--- config.mk ---
export PLATFORM = sky130hd
export DESIGN_NAME = mini_src_control_unit_flat
export DESIGN_NICKNAME = d
export VERILOG_FILES = /design/src/rtl/mini_src_ctrl_pkg.sv /design/src/rtl/mini_src_control_unit_if.sv /design/src/rtl/mini_src_ctrl_decode.sv /design/src/rtl/mini_src_control_unit.sv /design/src/flat_wrapper.sv
export SDC_FILE = /design/constraint.sdc
export NUM_CORES = 1
export LEC_CHECK = 0
export CAP_MARGIN = 20
export CORE_AREA = 2 2 55 57
export DETAILED_ROUTE_END_ITERATION = 8
export DIE_AREA = 0 0 57 59
export PLACE_DENSITY = 0.88
export SETUP_SLACK_MARGIN = 0.4
export SKIP_LAST_GASP = 1
export SLEW_MARGIN = 30
export SYNTH_ARGS = -nofsm -noshare
export SYNTH_HDL_FRONTEND = slang
export SYNTH_SLANG_ARGS = --single-unit
--- constraint.sdc ---
create_clock -name clock -period 2.13 [get_ports clock]
set_input_delay 0.426 -clock clock [delete_from_list [all_inputs] [get_ports clock]]
set_output_delay 0.426 -clock clock [all_outputs]
set_load 0.005 [all_outputs]
--- src/rtl/mini_src_ctrl_pkg.sv ---
// Shared constants and types for the Mini SRC hardwired control unit.
package mini_src_ctrl_pkg;

   localparam int unsigned OpW   = 5;
   localparam int unsigned AddrW = 4;
   localparam int unsigned BusW  = 5;
   localparam int unsigned AluW  = 4;
   localparam int unsigned IrW   = 32;

   // IR field positions (least-significant bit of each field)
   localparam int unsigned OpLsb = 27;
   localparam int unsigned RaLsb = 23;
   localparam int unsigned RbLsb = 19;
   localparam int unsigned RcLsb = 15;

   // Opcodes
   localparam logic [OpW-1:0] OpLd   = 5'b00000;
   localparam logic [OpW-1:0] OpAdd  = 5'b00011;
   localparam logic [OpW-1:0] OpSub  = 5'b00100;
   localparam logic [OpW-1:0] OpAnd  = 5'b00101;
   localparam logic [OpW-1:0] OpOr   = 5'b00110;
   localparam logic [OpW-1:0] OpShr  = 5'b01001;
   localparam logic [OpW-1:0] OpShl  = 5'b01011;
   localparam logic [OpW-1:0] OpAddi = 5'b01100;
   localparam logic [OpW-1:0] OpAndi = 5'b01101;
   localparam logic [OpW-1:0] OpOri  = 5'b01110;
   localparam logic [OpW-1:0] OpNeg  = 5'b10001;
   localparam logic [OpW-1:0] OpNot  = 5'b10010;
   localparam logic [OpW-1:0] OpNop  = 5'b11010;
   localparam logic [OpW-1:0] OpHalt = 5'b11011;

   // Bus sources above the GP registers (codes 0-15 select R0-R15)
   localparam logic [BusW-1:0] BusHi    = 5'd16;
   localparam logic [BusW-1:0] BusLo    = 5'd17;
   localparam logic [BusW-1:0] BusZhigh = 5'd18;
   localparam logic [BusW-1:0] BusZlow  = 5'd19;
   localparam logic [BusW-1:0] BusPc    = 5'd20;
   localparam logic [BusW-1:0] BusMdr   = 5'd21;
   localparam logic [BusW-1:0] BusInPort = 5'd22;
   localparam logic [BusW-1:0] BusCSext = 5'd23;

   // ALU operations
   localparam logic [AluW-1:0] AluAnd = 4'b0000;
   localparam logic [AluW-1:0] AluOr  = 4'b0001;
   localparam logic [AluW-1:0] AluAdd = 4'b0010;
   localparam logic [AluW-1:0] AluSub = 4'b0011;
   localparam logic [AluW-1:0] AluShr = 4'b0100;
   localparam logic [AluW-1:0] AluShl = 4'b0101;
   localparam logic [AluW-1:0] AluNot = 4'b0110;
   localparam logic [AluW-1:0] AluNeg = 4'b0111;

   typedef enum logic [3:0] {
      StIdle, StT0, StT1, StT1W, StT2, StT3, StT4, StT5, StT6, StT7, StHalted
   } state_e;

   typedef enum logic [2:0] {
      ClsRtype, ClsImm, ClsUnary, ClsLd, ClsNop, ClsHalt, ClsIllegal
   } instr_class_e;

endpackage

--- src/rtl/mini_src_control_unit_if.sv ---
// Control bundle between the sequencer (master) and the Mini SRC datapath/memory (slave).
interface mini_src_control_unit_if;
   import mini_src_ctrl_pkg::*;

   logic              run;
   logic [IrW-1:0]    ir_in;
   logic              mem_ack;
   logic              mem_rd;
   logic              e_PC;
   logic              e_IR;
   logic              e_Y;
   logic              e_Z;
   logic              e_HI;
   logic              e_LO;
   logic              e_MDR;
   logic              e_MAR;
   logic              e_GP;
   logic              MDR_read;
   logic              incPC;
   logic [AddrW-1:0]  GP_addr;
   logic [BusW-1:0]   BusDataSelect;
   logic [AluW-1:0]   ALU_op;
   logic              halted;
   logic              illegal;

   modport master (
      input  run, ir_in, mem_ack,
      output mem_rd, e_PC, e_IR, e_Y, e_Z, e_HI, e_LO, e_MDR, e_MAR, e_GP,
             MDR_read, incPC, GP_addr, BusDataSelect, ALU_op, halted, illegal
   );

   modport slave (
      output run, ir_in, mem_ack,
      input  mem_rd, e_PC, e_IR, e_Y, e_Z, e_HI, e_LO, e_MDR, e_MAR, e_GP,
             MDR_read, incPC, GP_addr, BusDataSelect, ALU_op, halted, illegal
   );

endinterface

--- src/rtl/mini_src_ctrl_decode.sv ---
// Opcode decoder: instruction class and the ALU operation it needs.
module mini_src_ctrl_decode
   import mini_src_ctrl_pkg::*;
(
   input  logic [OpW-1:0]  opcode,
   output instr_class_e    instr_class,
   output logic [AluW-1:0] alu_op
);

   // Pure table lookup; undefined opcodes fall through to ClsIllegal
   always_comb begin
      instr_class = ClsIllegal;
      alu_op      = AluAnd;
      case (opcode)
         OpLd:    begin instr_class = ClsLd;    alu_op = AluAdd; end
         OpAdd:   begin instr_class = ClsRtype; alu_op = AluAdd; end
         OpSub:   begin instr_class = ClsRtype; alu_op = AluSub; end
         OpAnd:   begin instr_class = ClsRtype; alu_op = AluAnd; end
         OpOr:    begin instr_class = ClsRtype; alu_op = AluOr;  end
         OpShr:   begin instr_class = ClsRtype; alu_op = AluShr; end
         OpShl:   begin instr_class = ClsRtype; alu_op = AluShl; end
         OpAddi:  begin instr_class = ClsImm;   alu_op = AluAdd; end
         OpAndi:  begin instr_class = ClsImm;   alu_op = AluAnd; end
         OpOri:   begin instr_class = ClsImm;   alu_op = AluOr;  end
         OpNeg:   begin instr_class = ClsUnary; alu_op = AluNeg; end
         OpNot:   begin instr_class = ClsUnary; alu_op = AluNot; end
         OpNop:   instr_class = ClsNop;
         OpHalt:  instr_class = ClsHalt;
         default: instr_class = ClsIllegal;
      endcase
   end

endmodule

--- src/rtl/mini_src_control_unit.sv ---
// Hardwired Mini SRC sequencer: fetch, decode and execute one control step per clock.
module mini_src_control_unit
   import mini_src_ctrl_pkg::*;
#(
   parameter int unsigned IMM_W  = 19,
   parameter int unsigned ADDR_W = 4
) (
   input logic                     clock,
   input logic                     clear,
   mini_src_control_unit_if.master ctl
);

   state_e            state_q, state_d;
   instr_class_e      instr_class;
   logic [AluW-1:0]   alu_op;
   logic [ADDR_W-1:0] ra, rb, rc;
   logic              unused_imm;

   assign ra = ctl.ir_in[RaLsb +: ADDR_W];
   assign rb = ctl.ir_in[RbLsb +: ADDR_W];
   assign rc = ctl.ir_in[RcLsb +: ADDR_W];

   // The immediate itself is sign-extended by the datapath, never seen here
   assign unused_imm = ^ctl.ir_in[IMM_W-ADDR_W-1:0];

   mini_src_ctrl_decode u_decode (
      .opcode      (ctl.ir_in[OpLsb +: OpW]),
      .instr_class (instr_class),
      .alu_op      (alu_op)
   );

   // State register; clear drops straight to idle so a pending read is abandoned
   always_ff @(posedge clock or negedge clear) begin
      if (!clear) begin
         state_q <= StIdle;
      end else begin
         state_q <= state_d;
      end
   end

   // Next control step
   always_comb begin
      state_d = state_q;
      unique case (state_q)
         StIdle:   if (ctl.run) state_d = StT0;
         StT0:     state_d = StT1;
         StT1:     state_d = ctl.mem_ack ? StT2 : StT1W;
         StT1W:    if (ctl.mem_ack) state_d = StT2;
         StT2:     state_d = StT3;
         StT3: begin
            unique case (instr_class)
               ClsRtype, ClsImm, ClsLd: state_d = StT4;
               ClsUnary:                state_d = StT5;
               ClsHalt:                 state_d = StHalted;
               default:                 state_d = StT0;
            endcase
         end
         StT4:     state_d = StT5;
         StT5:     state_d = (instr_class == ClsLd) ? StT6 : StT0;
         StT6:     if (ctl.mem_ack) state_d = StT7;
         StT7:     state_d = StT0;
         StHalted: state_d = StHalted;
         default:  state_d = StIdle;
      endcase
   end

   // Control outputs for the current step; anything not driven below stays 0
   always_comb begin
      ctl.mem_rd        = 1'b0;
      ctl.e_PC          = 1'b0;
      ctl.e_IR          = 1'b0;
      ctl.e_Y           = 1'b0;
      ctl.e_Z           = 1'b0;
      ctl.e_HI          = 1'b0;
      ctl.e_LO          = 1'b0;
      ctl.e_MDR         = 1'b0;
      ctl.e_MAR         = 1'b0;
      ctl.e_GP          = 1'b0;
      ctl.MDR_read      = 1'b0;
      ctl.incPC         = 1'b0;
      ctl.GP_addr       = '0;
      ctl.BusDataSelect = '0;
      ctl.ALU_op        = '0;
      ctl.halted        = 1'b0;
      ctl.illegal       = 1'b0;
      unique case (state_q)
         StT0: begin
            ctl.BusDataSelect = BusPc;
            ctl.e_MAR         = 1'b1;
            ctl.incPC         = 1'b1;
            ctl.e_Z           = 1'b1;
         end
         StT1: begin
            ctl.BusDataSelect = BusZlow;
            ctl.e_PC          = 1'b1;
            ctl.mem_rd        = 1'b1;
            ctl.MDR_read      = ctl.mem_ack;
            ctl.e_MDR         = ctl.mem_ack;
         end
         StT1W, StT6: begin
            ctl.mem_rd   = 1'b1;
            ctl.MDR_read = ctl.mem_ack;
            ctl.e_MDR    = ctl.mem_ack;
         end
         StT2: begin
            ctl.BusDataSelect = BusMdr;
            ctl.e_IR          = 1'b1;
         end
         StT3: begin
            unique case (instr_class)
               ClsRtype, ClsImm, ClsLd: begin
                  ctl.BusDataSelect = BusW'(rb);
                  ctl.e_Y           = 1'b1;
               end
               ClsUnary: begin
                  ctl.BusDataSelect = BusW'(rb);
                  ctl.ALU_op        = alu_op;
                  ctl.e_Z           = 1'b1;
               end
               ClsIllegal: ctl.illegal = 1'b1;
               default: ;
            endcase
         end
         StT4: begin
            ctl.BusDataSelect = (instr_class == ClsRtype) ? BusW'(rc) : BusCSext;
            ctl.ALU_op        = alu_op;
            ctl.e_Z           = 1'b1;
         end
         StT5: begin
            ctl.BusDataSelect = BusZlow;
            if (instr_class == ClsLd) begin
               ctl.e_MAR = 1'b1;
            end else begin
               ctl.GP_addr = AddrW'(ra);
               ctl.e_GP    = 1'b1;
            end
         end
         StT7: begin
            ctl.BusDataSelect = BusMdr;
            ctl.GP_addr       = AddrW'(ra);
            ctl.e_GP          = 1'b1;
         end
         StHalted: ctl.halted = 1'b1;
         default: ;
      endcase
   end

endmodule
--- src/flat_wrapper.sv ---
// flat-port wrapper written by rule: the top's interface ports become plain ports
module mini_src_control_unit_flat import mini_src_ctrl_pkg::*;
#(
   parameter int unsigned IMM_W  = 19,
   parameter int unsigned ADDR_W = 4
)
  (clock, clear, ctl_run, ctl_ir_in, ctl_mem_ack, ctl_mem_rd, ctl_e_PC, ctl_e_IR, ctl_e_Y, ctl_e_Z, ctl_e_HI, ctl_e_LO, ctl_e_MDR, ctl_e_MAR, ctl_e_GP, ctl_MDR_read, ctl_incPC, ctl_GP_addr, ctl_BusDataSelect, ctl_ALU_op, ctl_halted, ctl_illegal);
  mini_src_control_unit_if ctl_i ();
  input logic clock;
  input logic clear;
  input wire logic [$bits(ctl_i.run)-1:0] ctl_run;
  input wire logic [$bits(ctl_i.ir_in)-1:0] ctl_ir_in;
  input wire logic [$bits(ctl_i.mem_ack)-1:0] ctl_mem_ack;
  output wire logic [$bits(ctl_i.mem_rd)-1:0] ctl_mem_rd;
  output wire logic [$bits(ctl_i.e_PC)-1:0] ctl_e_PC;
  output wire logic [$bits(ctl_i.e_IR)-1:0] ctl_e_IR;
  output wire logic [$bits(ctl_i.e_Y)-1:0] ctl_e_Y;
  output wire logic [$bits(ctl_i.e_Z)-1:0] ctl_e_Z;
  output wire logic [$bits(ctl_i.e_HI)-1:0] ctl_e_HI;
  output wire logic [$bits(ctl_i.e_LO)-1:0] ctl_e_LO;
  output wire logic [$bits(ctl_i.e_MDR)-1:0] ctl_e_MDR;
  output wire logic [$bits(ctl_i.e_MAR)-1:0] ctl_e_MAR;
  output wire logic [$bits(ctl_i.e_GP)-1:0] ctl_e_GP;
  output wire logic [$bits(ctl_i.MDR_read)-1:0] ctl_MDR_read;
  output wire logic [$bits(ctl_i.incPC)-1:0] ctl_incPC;
  output wire logic [$bits(ctl_i.GP_addr)-1:0] ctl_GP_addr;
  output wire logic [$bits(ctl_i.BusDataSelect)-1:0] ctl_BusDataSelect;
  output wire logic [$bits(ctl_i.ALU_op)-1:0] ctl_ALU_op;
  output wire logic [$bits(ctl_i.halted)-1:0] ctl_halted;
  output wire logic [$bits(ctl_i.illegal)-1:0] ctl_illegal;
  assign ctl_i.run = ctl_run;
  assign ctl_i.ir_in = ctl_ir_in;
  assign ctl_i.mem_ack = ctl_mem_ack;
  assign ctl_mem_rd = ctl_i.mem_rd;
  assign ctl_e_PC = ctl_i.e_PC;
  assign ctl_e_IR = ctl_i.e_IR;
  assign ctl_e_Y = ctl_i.e_Y;
  assign ctl_e_Z = ctl_i.e_Z;
  assign ctl_e_HI = ctl_i.e_HI;
  assign ctl_e_LO = ctl_i.e_LO;
  assign ctl_e_MDR = ctl_i.e_MDR;
  assign ctl_e_MAR = ctl_i.e_MAR;
  assign ctl_e_GP = ctl_i.e_GP;
  assign ctl_MDR_read = ctl_i.MDR_read;
  assign ctl_incPC = ctl_i.incPC;
  assign ctl_GP_addr = ctl_i.GP_addr;
  assign ctl_BusDataSelect = ctl_i.BusDataSelect;
  assign ctl_ALU_op = ctl_i.ALU_op;
  assign ctl_halted = ctl_i.halted;
  assign ctl_illegal = ctl_i.illegal;
  mini_src_control_unit #(.IMM_W(IMM_W), .ADDR_W(ADDR_W)) u_core (.clock(clock), .clear(clear), .ctl(ctl_i));
endmodule
# Yosys cells after proc, flatten, opt, wreduce, memory -nomap -nowiden
# Index checks and enable logic that the tools add are counted.
[word_totals]
ff_bits = 4
latch_bits = 0
ramBits = 0
mem_bits_ro = 0
out_inout_bits = 27
n_memories = 0
[op_classes]
n_addsub = 0
multipliers = 0
div = 0
n_lt_le_gt_ge = 0
n_eq_ne = 31
shift = 0
muxes = 32
bitwise = 0
n_reduce_logical = 15
[op_table]
columns = ["op", "count"]
rows = [
  ["$pmux 4 s11", 1],
  ["$eq 5x4->1 const B", 5],
  ["$pmux 5 s5", 1],
  ["$mux 4", 6],
  ["$pmux 3 s7", 1],
  ["$eq 5x5->1 const B", 4],
  ["$pmux 3 s6", 1],
  ["$eq 4x3->1 const B", 4],
  ["$pmux 4 s2", 2],
  ["$eq 5x3->1 const B", 3],
  ["$mux 1", 13],
  ["$eq 4x4->1 const B", 3],
  ["$pmux 4 s3", 1],
  ["$reduce_or 3->1", 4],
  ["$reduce_or 2->1", 5],
  ["$eq 4x2->1 const B", 2],
  ["$eq 3x2->1 const B", 2],
  ["$eq 3x3->1 const B", 2],
  ["$mux 3", 2],
  ["$ne 2x2->1 const B", 3],
  ["$pmux 1 s2", 3],
  ["$reduce_or 6->1", 1],
  ["$eq 5x2->1 const B", 1],
  ["$logic_not 5->1", 1],
  ["7 further kinds", 7],
]

# Longest topological paths before layout
[logic_depth]
word_depth = 7
ltp_mapped = 7

# Modules after synthesis
# Synthesis repeated with hierarchy kept, for this count alone.
[unflattened]
hier_cells = 147
hier_area_um2 = 968.4
[by_module_without_submodules]
columns = ["mod", "n_inst", "cells_per_inst", "area_per_inst_um2"]
rows = [
  ["mini_src_control_unit", 1, 103, 699.4],
  ["mini_src_ctrl_decode", 1, 44, 269.0],
]

# Least setup slack after synthesis
# No wires, ideal clock.
[synth_timing]
kind = "input to output"
from = "input ctl_ir_in[31]"
to = "output ctl_ALU_op[1]"
arrival_time_ns = 1.436
required_time_ns = 1.704
setup_slack_ns = 0.268
cell_stages = 6
cell_sequence = "buf_2 -> and2b_1 -> nand3_1 -> o21ai_1 -> nand2_1 -> nor4_2"
[synth_between]
elab_chain_len = 6
[synth_lines]
columns = ["item", "line_no", "source"]
rows = [
  ["start, declared", "flat_wrapper.sv:12", "input wire logic [$bits(ctl_i.ir_in)-1:0] ctl_ir_in;"],
  ["$eq 5x4->1, or another cell as far along", "mini_src_ctrl_decode.sv:14", "case (opcode)"],
  ["$reduce_or 6->1 (no line), or another cell as far along", "n/a", ""],
  ["$pmux 3 s6", "mini_src_ctrl_decode.sv:14", ""],
  ["$eq 3x2->1", "mini_src_control_unit.sv:110", "unique case (instr_class)"],
  ["$mux 3", "mini_src_control_unit.sv:110", ""],
  ["$pmux 4 s2 *", "mini_src_control_unit.sv:86", "unique case (state_q)"],
  ["end, declared", "flat_wrapper.sv:28", "output wire logic [$bits(ctl_i.ALU_op)-1:0] ctl_ALU_op;"],
]
# Every way passes the cells marked *; elsewhere a longest branch is shown, timed or not.

# Worst setup path in the final report
[layout_timing]
from = "register u_core.state_q[1]"
to = "output ctl_e_Y"
[layout_between]
elab_chain_len = 2
[layout_lines]
columns = ["item", "line_no", "source"]
rows = [
  ["start, declared", "mini_src_control_unit.sv:13", "state_e state_q, state_d;"],
  ["start signal, assigned", "mini_src_control_unit.sv:35", "state_q <= StIdle;"],
  ["start signal, assigned", "mini_src_control_unit.sv:37", "state_q <= state_d;"],
  ["$eq 4x3->1", "mini_src_control_unit.sv:86", ""],
  ["$mux 1", "mini_src_control_unit.sv:86", ""],
  ["end, declared", "flat_wrapper.sv:17", "output wire logic [$bits(ctl_i.e_Y)-1:0] ctl_e_Y;"],
]
# Every way passes these cells.

==> results by group <==
Synth
  – Synth Area in Compound Gates: ~30%
  – Synthesis-stage register bit count: 4
  – Area of the mapped netlist: about 1000 sq um
  – Post-synth EDFFs: 0
  – Multiplexer share of the synthesized area: around 1.1%
  – Area leader, netlist: dfrtp_1
  – Simple logic cell fraction of the synthesized area: roughly two fifths
  – Largest family of logic cells by synthesized area: simple AND/OR/NAND/NOR gates
  – Avg Cell Area, Syn: slightly above 6 sq um
  – Synth top area share: ~10%
  – Post-Synth XOR/XNOR Area: 3.141%
  – Cells after Synth: ~160
  – Synth area leaders: dfrtp_1 (10%), a21oi_1 (8.5%), nor2_1 (8.3%)
  – Synth Warn #: 0
  – Async SR Flop Fraction: 100.0%
  – Adder-Cell Fraction of Synth Area: 0%
  – Ys flop type: dfrtp_1
  – Post-synth cell types: 48
  – Sequential area share after synthesis: about a tenth

Place
  – Placed cell area: around 1800 sq um
  – Placed cells: 266
  – Post-DP HPWL: between 2 and 3 mm
  – Input/output buffers: 44
  – Gp weighted congestion: about 0.85

Timing
  – RSZ-0062 raised after global routing: true
  – Final Critical Period: 2.205 ns
  – Setup slack after layout: -0.07511 ns
  – Final hold violations: 0
  – Max Freq: approximately 450 MHz
  – Setup violations, final: 10
  – Slew Limit Fails: 0
  – Period Utilization, post-route: 103.5%
  – Clock Skew: ~0.015 ns

Global routing
  – Vias in the first global route: about 1800
  – Global-route wire length before repair: roughly 8.6 mm
  – Grt ovf: 0
  – Met1 GRT Util: about a third
  – Pin count of the biggest net entering global routing: 13
  – Most used routing layer: met2
  – Met3 Track Usage GR: around 5%
  – Met2 Use GR: 64.04%
  – Initial antenna violation count: 0
  – Total track usage: between 30% and 40%

Route
  – Routed wire length: 6.412 mm
  – WL/cell: around 21 microns
  – DRC viols: 0
  – Via count: 1864
  – TritonRoute pass-1 iters: 4
  – ANT nets after route: 0
  – Initial detailed-routing violation count: between 100 and 150
  – Vias/cell: approximately 6.1

Clocking
  – H-tree levels: 1
  – Clock root cell: clkbuf_4
  – Worst-Skew Late Latency: 0.26 ns
  – Clock-pin slew on the worst setup and hold paths: approximately 0.050 ns
  – CTS Sinks: 4
  – Clock Path Buffers: 2
  – Hold buffer count at cts: 0
  – Total CTS buffers: 3
  – CTS tree: yes

Layout
  – Share of layout cells above drive strength 1: between 60% and 70%
  – N_diodes: 0
  – Layout Nets: ~310
  – Commonest non-fill, non-tap cell in the layout: buf_4
  – Non-filler instance count after layout: about 310
  – Biggest register: u_core.state_q
  – Most frequent cells in the layout: buf_4 (57), buf_6 (28), buf_2 (21), nor2_1 (16), clkdlybuf4s50_1 (15)
  – Post-route design area: ~2400 sq um
  – Area delta synth->final: 144.0%
  – Regs by FF count: u_core.state_q (4)
  – Largest register FFs: 4

Critical path
  – Critical Path RT: roughly 1.7 ns
  – Startpoint Class: register
  – Setup crit end kind: output pin
  – Crit path max fanout: 6
  – Worst reg-to-reg setup slack: about 0.43 ns
  – R2r worst-path depth: 7
  – Kind of critical path: reg -> out
  – Worst r2r src: u_core.state_q[1]$_DFFE_PN0P_
  – CP Data Arrival Time: approximately 1.8 ns
  – Reg-to-Reg End: u_core.state_q[0]$_DFFE_PN0P_

Flow run
  – Max Cap Viol: 0

Floorplanning
  – Die X: ~57 microns
  – Die Span Y: between 50 and 60 microns
  – Rows: 19
  – Core area: roughly 2700 sq um
  – Starting density of the core: 36.75%
  – Die area: ~3400 sq um
  – I/O pins: 63

Pwr
  – Power Dens Cells: 942.3 nW/um^2
  – Peak VDD IR: 1.016 mV
  – Pleak: roughly 1.1 nW

Run status
  – Failing checks: setup timing
  – Status: finished, violations left

Min path
  – Hold crit path type: in -> async
## metal layers
| metal | routed length (microns) | vias to the layer above |
|---|---|---|
| met3 | 446 | 43 |
| met2 | 3174 | 130 |
| li1 | - | 805 |
| met4 | 363 | 0 |
| met5 | 0 | - |
| met1 | 2428 | 886 |
## cells in the mapped netlist (4+ instances only)
master	number
dfrtp_1	4
o21ai_0	11
o22ai_1	5
a21oi_1	17
nor3_1	8
nor2b_1	5
nand2b_1	5
nor2_1	22
nand3_1	4
buf_4	6
clkbuf_1	5
inv_1	8
buf_2	4
nand2_1	10
and3_1	4
## metrics by stage
stage	hold WS [ns]	util [%]	total power [mW]	setup WS (ns)	setup TNS, ns
6_report	0.3669	89.66	2.290	-0.07511	-0.2909
5_1_grt	0.3762	89.66	2.395	-0.1071	-0.6464
4_1_cts	0.3952	82.96	1.947	0.02236	0
3_5_place_dp	0.6404	64.87	1.453	-0.8322	-12.63
3_3_place_gp	0.6378	64.87	1.426	-0.7198	-11.59
2_1_floorplan	0.1304	-	0.7893	0.3791	0
## kinds of logic (layout without fill, tap and decap cells)
| logic type | count (synthesis) | count (layout) |
|---|---|---|
| xor+xnor | 2 | 2 |
| compound gates | 50 | 50 |
| simple gates | 77 | 77 |
| flops | 4 | 4 |
| buf+inv | 26 | 139 |
| other cells | 1 | 3 |
| mux | 1 | 1 |
## cell type report
type	instances	area, sq um
Clock buffer	3	22.52
Timing Repair Buffer	128	1122
Sequential cell	4	101.3
Fill cell	115	280.3
Tap cell	31	38.79
Multi-Input combinational cell	133	1112
Inverter	8	32.53
## worst max-delay path by stage
stage	cells after the start	slack, ns	endpoint	start
5_1_grt	7	-0.11	ctl_e_Y	u_core.state_q[1]$_DFFE_PN0P_
6_report	7	-0.08	ctl_e_Y	u_core.state_q[1]$_DFFE_PN0P_
3_5_place_dp	8	-0.83	ctl_ALU_op[2]	ctl_ir_in[28]
3_3_place_gp	8	-0.72	ctl_BusDataSelect[0]	ctl_ir_in[28]
4_1_cts	7	0.02	ctl_BusDataSelect[0]	u_core.state_q[1]$_DFFE_PN0P_
2_1_floorplan	6	0.38	ctl_BusDataSelect[0]	ctl_ir_in[31]
## power breakdown
part           internal (mW)  switching [mW]
registers              0.108          0.0436
logic                   1.01            1.01
clock network         0.0642          0.0479
## worst max-delay path, stage by stage, from the launching register on
cell      delay, ns
dfrtp_1        0.43
nand2b_4       0.18
or2_4          0.29
nor2_4         0.12
a21oi_2        0.06
buf_6          0.14
nor2b_1        0.16
buf_2          0.15
## timing repair
action | in CTS | in global routing
resized for setup | 203 | 31
setup endpoints to repair | 28 | 25
cloned | 2 | 0
pin swaps | 35 | 9
setup buffers | 28 | 8
Power figures use the tool's default switching activity.
